`config.mk`:
```
export PLATFORM = sky130hd
export DESIGN_NAME = mod_mul_barrett_arbiter
export DESIGN_NICKNAME = d
export VERILOG_FILES = /design/src/rtl/mod_mul_barrett_arbiter.sv
export SDC_FILE = /design/constraint.sdc
export NUM_CORES = 1
export LEC_CHECK = 0
export CAP_MARGIN = 20
export CORE_AREA = 8 8 232 234
export CTS_CLUSTER_DIAMETER = 50
export DETAILED_ROUTE_END_ITERATION = 8
export DIE_AREA = 0 0 240 242
export SLEW_MARGIN = 25
export SYNTH_ARGS = -nofsm -noshare
export SYNTH_HDL_FRONTEND = slang
export SYNTH_SLANG_ARGS = --single-unit
```
`constraint.sdc`:
```
create_clock -name iClk -period 6.8 [get_ports iClk]
set_input_delay 1.36 -clock iClk [delete_from_list [all_inputs] [get_ports iClk]]
set_output_delay 1.36 -clock iClk [all_outputs]
set_load 0.01 [all_outputs]
```
`src/rtl/mod_mul_barrett_arbiter.sv`:
```
// ---------------------------------------------------------------------------
// mod_mul_barrett_arbiter
//
// Purpose:
//   Shares one pipelined Barrett modular multiplier between NREQ requesters.
//   - Holds the modulus configuration (K, U, Mod) and drives it steadily to
//     the multiplier. It is only rewritten when the pipe is empty.
//   - Grants one requester per cycle in round-robin order and muxes that
//     requester's operands onto the multiplier inputs.
//   - Tracks which requester owns each pipe slot, using a valid/id shift
//     register of depth LAT that advances in lockstep with the multiplier.
//   - Freezes the multiplier (oMulEn=0) and the tracking together while a
//     finished result is waiting on a consumer that is not ready.
//
// Handshake semantics (all channels):
//   A transfer happens on a rising edge of iClk where valid and ready are
//   both 1. Ready may depend combinationally on valid. A producer keeps valid
//   and data stable until the transfer happens.
//
// Ports:
//   iClk, iRstN             clock, asynchronous active-low reset
//   iClr                    sync flush of pipe tracking and RR pointer
//                           (the configuration is kept)
//   iCfgValid/oCfgReady     configuration write channel
//   iCfgK/iCfgU/iCfgMod     bit count, Barrett constant, modulus
//   iReqValid/oReqReady     per-requester request; ready is a one-hot grant
//   iReqData0/iReqData1     operands A/B, requester i at [32i+:32]
//   oRspValid/iRspReady     result channel
//   oRspId/oRspData         owning requester id and (A*B) mod Mod
//   oMulEn/oMulClr          multiplier enable and clear
//   oMulK/oMulU/oMulMod     registered configuration to the multiplier
//   oMulData0/oMulData1     muxed operands to the multiplier
//   iMulData                multiplier result
// ---------------------------------------------------------------------------
module mod_mul_barrett_arbiter #(
  parameter int NREQ = 4,
  parameter int IDW  = 2,
  parameter int LAT  = 6
) (
  input  logic                 iClk,
  input  logic                 iRstN,
  input  logic                 iClr,
  input  logic                 iCfgValid,
  output logic                 oCfgReady,
  input  logic [5:0]           iCfgK,
  input  logic [63:0]          iCfgU,
  input  logic [31:0]          iCfgMod,
  input  logic [NREQ-1:0]      iReqValid,
  output logic [NREQ-1:0]      oReqReady,
  input  logic [NREQ*32-1:0]   iReqData0,
  input  logic [NREQ*32-1:0]   iReqData1,
  output logic                 oRspValid,
  input  logic                 iRspReady,
  output logic [IDW-1:0]       oRspId,
  output logic [31:0]          oRspData,
  output logic                 oMulEn,
  output logic                 oMulClr,
  output logic [5:0]           oMulK,
  output logic [63:0]          oMulU,
  output logic [31:0]          oMulMod,
  output logic [31:0]          oMulData0,
  output logic [31:0]          oMulData1,
  input  logic [31:0]          iMulData
);

  // Registered state.
  logic [5:0]                cfg_k_q,      cfg_k_d;
  logic [63:0]               cfg_u_q,      cfg_u_d;
  logic [31:0]               cfg_mod_q,    cfg_mod_d;
  logic                      cfg_loaded_q, cfg_loaded_d;
  logic [LAT-1:0]            vld_q,        vld_d;
  logic [LAT-1:0][IDW-1:0]   id_q,         id_d;
  logic [IDW-1:0]            ptr_q,        ptr_d;

  // Combinational helpers.
  logic                      mul_en;
  logic                      grant_ok;
  logic                      grant_any;
  logic [IDW-1:0]            grant_id;
  logic [IDW-1:0]            cand;
  logic                      cfg_ready;
  logic [NREQ-1:0]           req_ready;
  logic [31:0]               mul_d0;
  logic [31:0]               mul_d1;

  // Pipe stalls only when the oldest slot holds a result nobody takes.
  assign mul_en = ~(vld_q[LAT-1] & ~iRspReady);

  // Config waits for an empty pipe, so every op in flight sees the same
  // modulus from entry to exit.
  assign cfg_ready = iCfgValid & (vld_q == '0) & ~iClr;

  // A pending config write blocks new grants so the pipe can drain.
  assign grant_ok = cfg_loaded_q & mul_en & ~iCfgValid & ~iClr;

  // Round-robin pick: first valid requester at or after ptr, wrapping.
  always_comb begin
    grant_any = 1'b0;
    grant_id  = '0;
    cand      = '0;
    for (int off = 0; off < NREQ; off++) begin
      cand = IDW'((int'(ptr_q) + off) % NREQ);
      if (!grant_any && iReqValid[cand]) begin
        grant_any = 1'b1;
        grant_id  = cand;
      end
    end
    grant_any = grant_any & grant_ok;
  end

  // One-hot grant and operand mux; operands are zero when nothing is granted.
  always_comb begin
    req_ready = '0;
    mul_d0    = '0;
    mul_d1    = '0;
    for (int i = 0; i < NREQ; i++) begin
      if (grant_any && (grant_id == IDW'(i))) begin
        req_ready[i] = 1'b1;
        mul_d0       = iReqData0[32*i +: 32];
        mul_d1       = iReqData1[32*i +: 32];
      end
    end
  end

  // Next-state logic.
  always_comb begin
    cfg_k_d      = cfg_k_q;
    cfg_u_d      = cfg_u_q;
    cfg_mod_d    = cfg_mod_q;
    cfg_loaded_d = cfg_loaded_q;
    vld_d        = vld_q;
    id_d         = id_q;
    ptr_d        = ptr_q;

    if (iClr) begin
      vld_d = '0;
      id_d  = '0;
      ptr_d = '0;
    end else begin
      // Tracking moves exactly when the multiplier does.
      if (mul_en) begin
        vld_d = {vld_q[LAT-2:0], grant_any};
        id_d  = {id_q[LAT-2:0], (grant_any ? grant_id : IDW'(0))};
      end
      if (grant_any) begin
        if (int'(grant_id) == NREQ - 1) begin
          ptr_d = '0;
        end else begin
          ptr_d = grant_id + IDW'(1);
        end
      end
      if (cfg_ready) begin
        cfg_k_d      = iCfgK;
        cfg_u_d      = iCfgU;
        cfg_mod_d    = iCfgMod;
        cfg_loaded_d = 1'b1;
      end
    end
  end

  always_ff @(posedge iClk or negedge iRstN) begin
    if (!iRstN) begin
      cfg_k_q      <= '0;
      cfg_u_q      <= '0;
      cfg_mod_q    <= '0;
      cfg_loaded_q <= 1'b0;
      vld_q        <= '0;
      id_q         <= '0;
      ptr_q        <= '0;
    end else begin
      cfg_k_q      <= cfg_k_d;
      cfg_u_q      <= cfg_u_d;
      cfg_mod_q    <= cfg_mod_d;
      cfg_loaded_q <= cfg_loaded_d;
      vld_q        <= vld_d;
      id_q         <= id_d;
      ptr_q        <= ptr_d;
    end
  end

  assign oCfgReady = cfg_ready;
  assign oReqReady = req_ready;
  assign oRspValid = vld_q[LAT-1];
  assign oRspId    = id_q[LAT-1];
  assign oRspData  = iMulData;
  assign oMulEn    = mul_en;
  assign oMulClr   = iClr;
  assign oMulK     = cfg_k_q;
  assign oMulU     = cfg_u_q;
  assign oMulMod   = cfg_mod_q;
  assign oMulData0 = mul_d0;
  assign oMulData1 = mul_d1;

endmodule

```
==> results of run 1 <==
[per-layer routing]
metal	share of wire (%)	track usage, %	up-vias
met4	2.3	3.98	4
li1	-	-	3535
met5	0.067	0	-
met2	49	22.8	441
met3	12	6.03	45
met1	36	13.6	3648
[final timing paths]
path / startpoint / end / slack, ns / cells after the start
max: iReqValid[1] / oMulData0[21] / 0.55 / 11
min: cfg_loaded_q / cfg_loaded_q / 0.49 / 1
max reg2reg: vld_q[5] / oMulU[54] / 4.40 / 4
min reg2reg: cfg_loaded_q / cfg_loaded_q / 0.49 / 1
max in group asynchronous: iRstN / oMulU[3] / 4.47 / 2
min in group asynchronous: iRstN / oMulU[38] / 0.97 / 1
[placed cells by master, fill, tap and decap left out, types with 4 or more instances in the layout]
cell type        count
buf_4               15
mux2_2             102
clkdlybuf4s50_1    540
and2_2               4
a21oi_1             81
nand2_1             95
a211o_1             64
dfrtp_1            123
nor2_1               5
clkbuf_16           17
a221oi_1            64
inv_1               68
[power by group]
part | switching (mW) | internal, mW
registers | 0.0768 | 0.877
clock network | 0.349 | 0.609
logic | 0.497 | 0.731
total | 0.924 | 2.22
[cell type report]
type                            instances  area (sq um)  area share (%)
Clock inverter                         12           160            1.17
Tap cell                              680           851            6.20
Antenna cell                            1          2.50          0.0182
Sequential cell                       123          3080            22.4
Multi-Input combinational cell        438          3320            24.2
Clock buffer                           20           467            3.40
Timing Repair Buffer                  558          5580            40.7
Inverter                               69           259            1.89
[synth_stat cells, types with 2 or more instances]
cell,instances
and2_2,4
nor2b_1,2
a221oi_1,64
a21oi_1,81
clkbuf_1,41
buf_2,13
inv_1,68
a211o_1,64
buf_1,11
nand2_1,96
dfrtp_1,123
a211oi_1,2
mux2_2,102
a22o_2,2
buf_4,35
ha_1,4
nor2_1,5
[flip-flops by register name (all words and copies together) (netlist names)]
register      flops
id_q             10
oMulU            64
vld_q             6
cfg_loaded_q      1
oRspId            2
oMulK             6
oMulMod          32
ptr_q             2
[worst max-delay path, cell delays in order]
cell             delay [ns]
clkdlybuf4s50_1        0.49
nand3b_1               0.21
a2bb2oi_1              0.54
inv_1                  0.18
ha_2                   0.27
nor2b_4                0.13
buf_12                 0.27
a221oi_1               0.13
a211o_1                0.31
a21oi_1                0.28
clkdlybuf4s50_1        0.61
[stage by stage]
step | instance area [sq um] | std cells | util (%)
floorplan | 7150 | 731 | -
global placement | 13100 | 1868 | 25.9
detailed placement | 13100 | 1868 | 25.9
CTS | 13700 | 1900 | 27.2
global route | 13700 | 1900 | 27.2
finish | 13700 | 1901 | 27.2
[cell families (layout without fill, tap and decap cells)]
group	Yosys count	after routing
mux	103	103
other cells	0	1
compound gates	215	215
simple gates	116	116
buf+inv	170	659
flops	123	123
fa+ha+maj	4	4
==> run metrics, run 1 <==
die width=between 200 and 250 um; clock period minus worst slack=roughly 6.2 ns; Initial Util=14.2%; Mean Syn Cell Area=between 9 and 10 sq um; gr usage total=13.0%; CTS Buf Count=17; WHS=approximately 0.49 ns; final setup fails=0; DRT Pass-1 Iters=5; post-synthesis sequential area ratio=a little over two fifths; Worst setup SP type=primary input; vias in the first global route=8143; # resized after CTS=0; initial antenna violation count=2; Yosys top cell by area=dfrtp_1; xor/xnor share of the synthesized area=0%; simple-gate share of the synthesized area=under 10%; Unique masters post-synth=31; Rel. slew slack=about 34%; Root Driver=clkbuf_16; ranking of synthesized cells by area=dfrtp_1, mux2_2, a211o_1; RD Place Congestion=about 0.9; EDFF count, synth=0; Synth Area in Adders=less than 1%; multiplexer share of the synthesized area=approximately 16%; Lkg Pwr=5.42 nW; FF+latch count, synth=123; core area=50500 sq um; Via density=slightly above 4; worst-margin pin slew=just under 1 ns; P per Cell Area=around 230 nW/um^2; share of layout cells above drive strength 1=between 10 and 15%; postcts setup bufs=0; DR iter-0 viols=between 300 and 400; syn_nets=between 1000 and 1500; TNS Setup=0 ns; Layout Nets=1610; die height=roughly 240 um; worst-path fanout max=64; Compound-Gate Fraction of Synth Area=between 20% and 30%; final period utilization=91.9%; Reg clk slew, reported paths=about 0.060 ns; H-tree levels=4; # IOs=~610; CP Data Required Time=between 5 and 6 ns; largest net degree at the start of global routing=77; Avg WL per Cell=between 20 and 25 um; Port Buffer Count=approximately 540; crit path DAT=about 4.9 ns; maximum clock insertion buffer count=2; CTS tree=yes; final wirelength=40100 um; Main synth FF type=dfrtp_1; peak supply drop=between 0.2 and 0.3 mV; cells after synthesis=approximately 730; RSZ-0062 raised after global routing=false; ANT nets after route=0; total gr overflow=0; Area Growth Syn to Fin=91.8%; pre-CTS WS=around 0.55 ns; Clock Skews=between 0.015 and 0.02 ns; largest family of logic cells by synthesized area=compound AO/OA/AOI/OAI gates; WS Path Type=in2out; # DRC=0; Power, Total=approximately 3.1 mW; max_cap viols=0; share of flip-flops with an asynchronous set or reset=100%; post-DP HPWL=32700 um; Peak Freq=about 160 MHz; hold crit path type=reg2reg; Syn Std Cell Area=7150 sq um; die area=approximately 58000 sq um; first-pass GRT wire length=~56000 um; # clock sinks=approximately 120; clk_lat worst skew=0.44 ns; Final Hold Fails=0; Synth Warn #=0; Setup crit end kind=primary output; number of cell rows=slightly above 80; vias=7673; Synth top area share=a little over two fifths; Fill cells=~5400; outcome=finished, final reports clean; Post-CTS Hold Fix Bufs=0; Slew Viols, Final=0; setup ws final=between 0.5 and 0.6 ns
(Power assumes the default switching activity.)
==> run 2: changes to the inputs <==
--- a/config.mk
+++ b/config.mk
@@ -6,10 +6,10 @@
 export NUM_CORES = 1
 export LEC_CHECK = 0
 export CAP_MARGIN = 20
-export CORE_AREA = 8 8 232 234
+export CORE_AREA = 8 8 230 232
 export CTS_CLUSTER_DIAMETER = 50
 export DETAILED_ROUTE_END_ITERATION = 8
-export DIE_AREA = 0 0 240 242
+export DIE_AREA = 0 0 238 240
 export SLEW_MARGIN = 25
 export SYNTH_ARGS = -nofsm -noshare
 export SYNTH_HDL_FRONTEND = slang
==> constraint.sdc (replaced) <==
create_clock -name iClk -period 5 [get_ports iClk]
set_input_delay 1 -clock iClk [delete_from_list [all_inputs] [get_ports iClk]]
set_output_delay 1 -clock iClk [all_outputs]
set_load 0.01 [all_outputs]
==> run metrics, run 2 (same netlist as run 1, synthesis figures left out) <==
first-pass GRT wire length=58200 um; min-delay src=oMulU[12]; vias in the first global route=approximately 8400; area of the multi-input gates=3360 sq um; P per Cell Area=~310 nW/um^2; post-DP HPWL=~34000 um; H-tree levels=4; Worst setup SP type=primary input; Root Driver=clkbuf_16; Placed Area=~13000 sq um; Initial Util=about 14%; Rel. slew slack=35.0%; # IOs=slightly above 600; Reg clk slew, reported paths=0.06 ns; clk_lat worst skew=roughly 0.43 ns; CTS tree=yes; die width=238 um; FF+latch area=roughly 3000 sq um; # clock sinks=between 100 and 150; DRT Pass-1 Iters=5; max_cap viols=0; final setup fails=0; Clock Skews=about 0.015 ns; worst-margin pin slew=about 0.97 ns; final period utilization=between 90 and 100%; crit-path cells=clkdlybuf4s50_1 -> nand2_1 -> a21oi_1 -> a211oi_1 -> buf_4 -> inv_1 -> ha_1 -> nor2b_4 -> buf_12 -> clkbuf_16 -> a221oi_2 -> a211o_1 -> a21oi_1 -> clkdlybuf4s50_1; hold crit path type=reg2reg; CP Data Required Time=4.00 ns; gr usage total=13.6%; worst-path fanout max=21; setup ws final=0.119 ns; Slew Viols, Final=0; outcome=finished, final reports clean; vias=just under 8000; TNS Setup=0 ns; worst reg-to-reg setup slack=2.68 ns; crit path DAT=approximately 3.9 ns; # DRC=0; WS Path Type=in2out; most frequent cells in the layout=clkdlybuf4s50_1, dfrtp_1, mux2_2; Hold Path Cell Cnt=1; Lkg Pwr=6.32 nW; RR Endpoint=oMulK[1]; Final Hold Fails=0; post-route cell area=between 10000 and 15000 sq um; Post-CTS Hold Fix Bufs=0; number of cell rows=82; die area=between 50000 and 60000 sq um; DR iter-0 viols=between 300 and 400; Fill cells=roughly 5300; total gr overflow=0; max reg flops=64; clock period minus worst slack=4.88 ns; Via density=around 4; RD Place Congestion=between 0.9 and 1; core area=approximately 49000 sq um; final wirelength=41500 um; Avg WL per Cell=about 22 um; RSZ-0062 raised after global routing=true; Layout Nets=1644; reg-to-reg critical path startpoint=vld_q[5]; Peak Freq=205 MHz; share of layout cells above drive strength 1=between 10% and 20%; maximum clock insertion buffer count=2; largest net degree at the start of global routing=between 70 and 80; Area Growth Syn to Fin=99.9%; CP max-delay cell=clkdlybuf4s50_1; most common library cell in the layout ignoring fill and taps=clkdlybuf4s50_1; peak supply drop=0.292 mV; initial antenna violation count=3; CTS Buf Count=17; pre-CTS WS=-0.0750 ns; Largest stage delay, worst path=about 0.56 ns; Port Buffer Count=~540; ANT nets after route=0; die height=about 240 um; R2R cell count=5; Hold EP=oMulU[12]; Setup crit end kind=primary output
==> run 2: worst max path at each step <==
stage	start	to	slack, ns	cells past startpoint
2_1_floorplan	iReqValid[0]	oMulData0[0]	0.96	9
3_3_place_gp	iReqValid[0]	oMulData0[31]	-0.06	14
3_5_place_dp	iReqValid[0]	oMulData0[31]	-0.08	14
4_1_cts	iReqValid[3]	oMulData0[10]	-0.001	13
5_1_grt	iReqValid[1]	oMulData1[11]	-0.007	13
6_report	iReqValid[0]	oMulData0[13]	0.12	14
==> run 2: stage by stage <==
step / hold WS [ns] / util (%) / std cells / power, mW
CTS: 0.507 / 28.6 / 1924 / 4.48
detailed placement: 0.492 / 27.3 / 1893 / 3.09
finish: 0.504 / 28.9 / 1926 / 4.41
global placement: 0.486 / 27.3 / 1893 / 3.08
global route: 0.524 / 28.9 / 1925 / 4.64
floorplan: 0.457 / - / 731 / 2.00
==> run 2: timing repair <==
action / in CTS / in global routing
setup endpoints to repair: 6 / 43
buffers inserted: 0 / 0
pin swaps: 0 / 0
cloned: 0 / 1
gates resized for setup: 8 / 47
==> run 2: final cells by class <==
class	instances	area share, %
diodes	1	0.0175
clock buffers	18	3.07
clock inverters	13	1.33
inverters	69	1.81
multi-input cells	438	23.5
flip-flops and latches	123	21.5
well taps	672	5.88
repair buffers	592	42.8
==> run 2: layer usage <==
layer  up-vias  share of wire, %  global-route usage [%]
met4         4               2.9                    5.02
met5         -             0.053                   0.173
met3        46                12                    6.59
li1       3602                 -                       -
met2       488                47                    22.5
met1      3694                38                    15.0
==> run 2: critical path: cells and delay by family <==
family          cells  cell delay (ns)
fa+ha+maj           1             0.17
compound gates      5             0.70
buf+inv             6             1.72
simple gates        2             0.27
==> run 2: where the power goes <==
group	internal [mW]	total, mW	switching (mW)
Sequential	1.19	1.31	0.112
Clock	0.848	1.33	0.480
Combinational	1.06	1.77	0.712
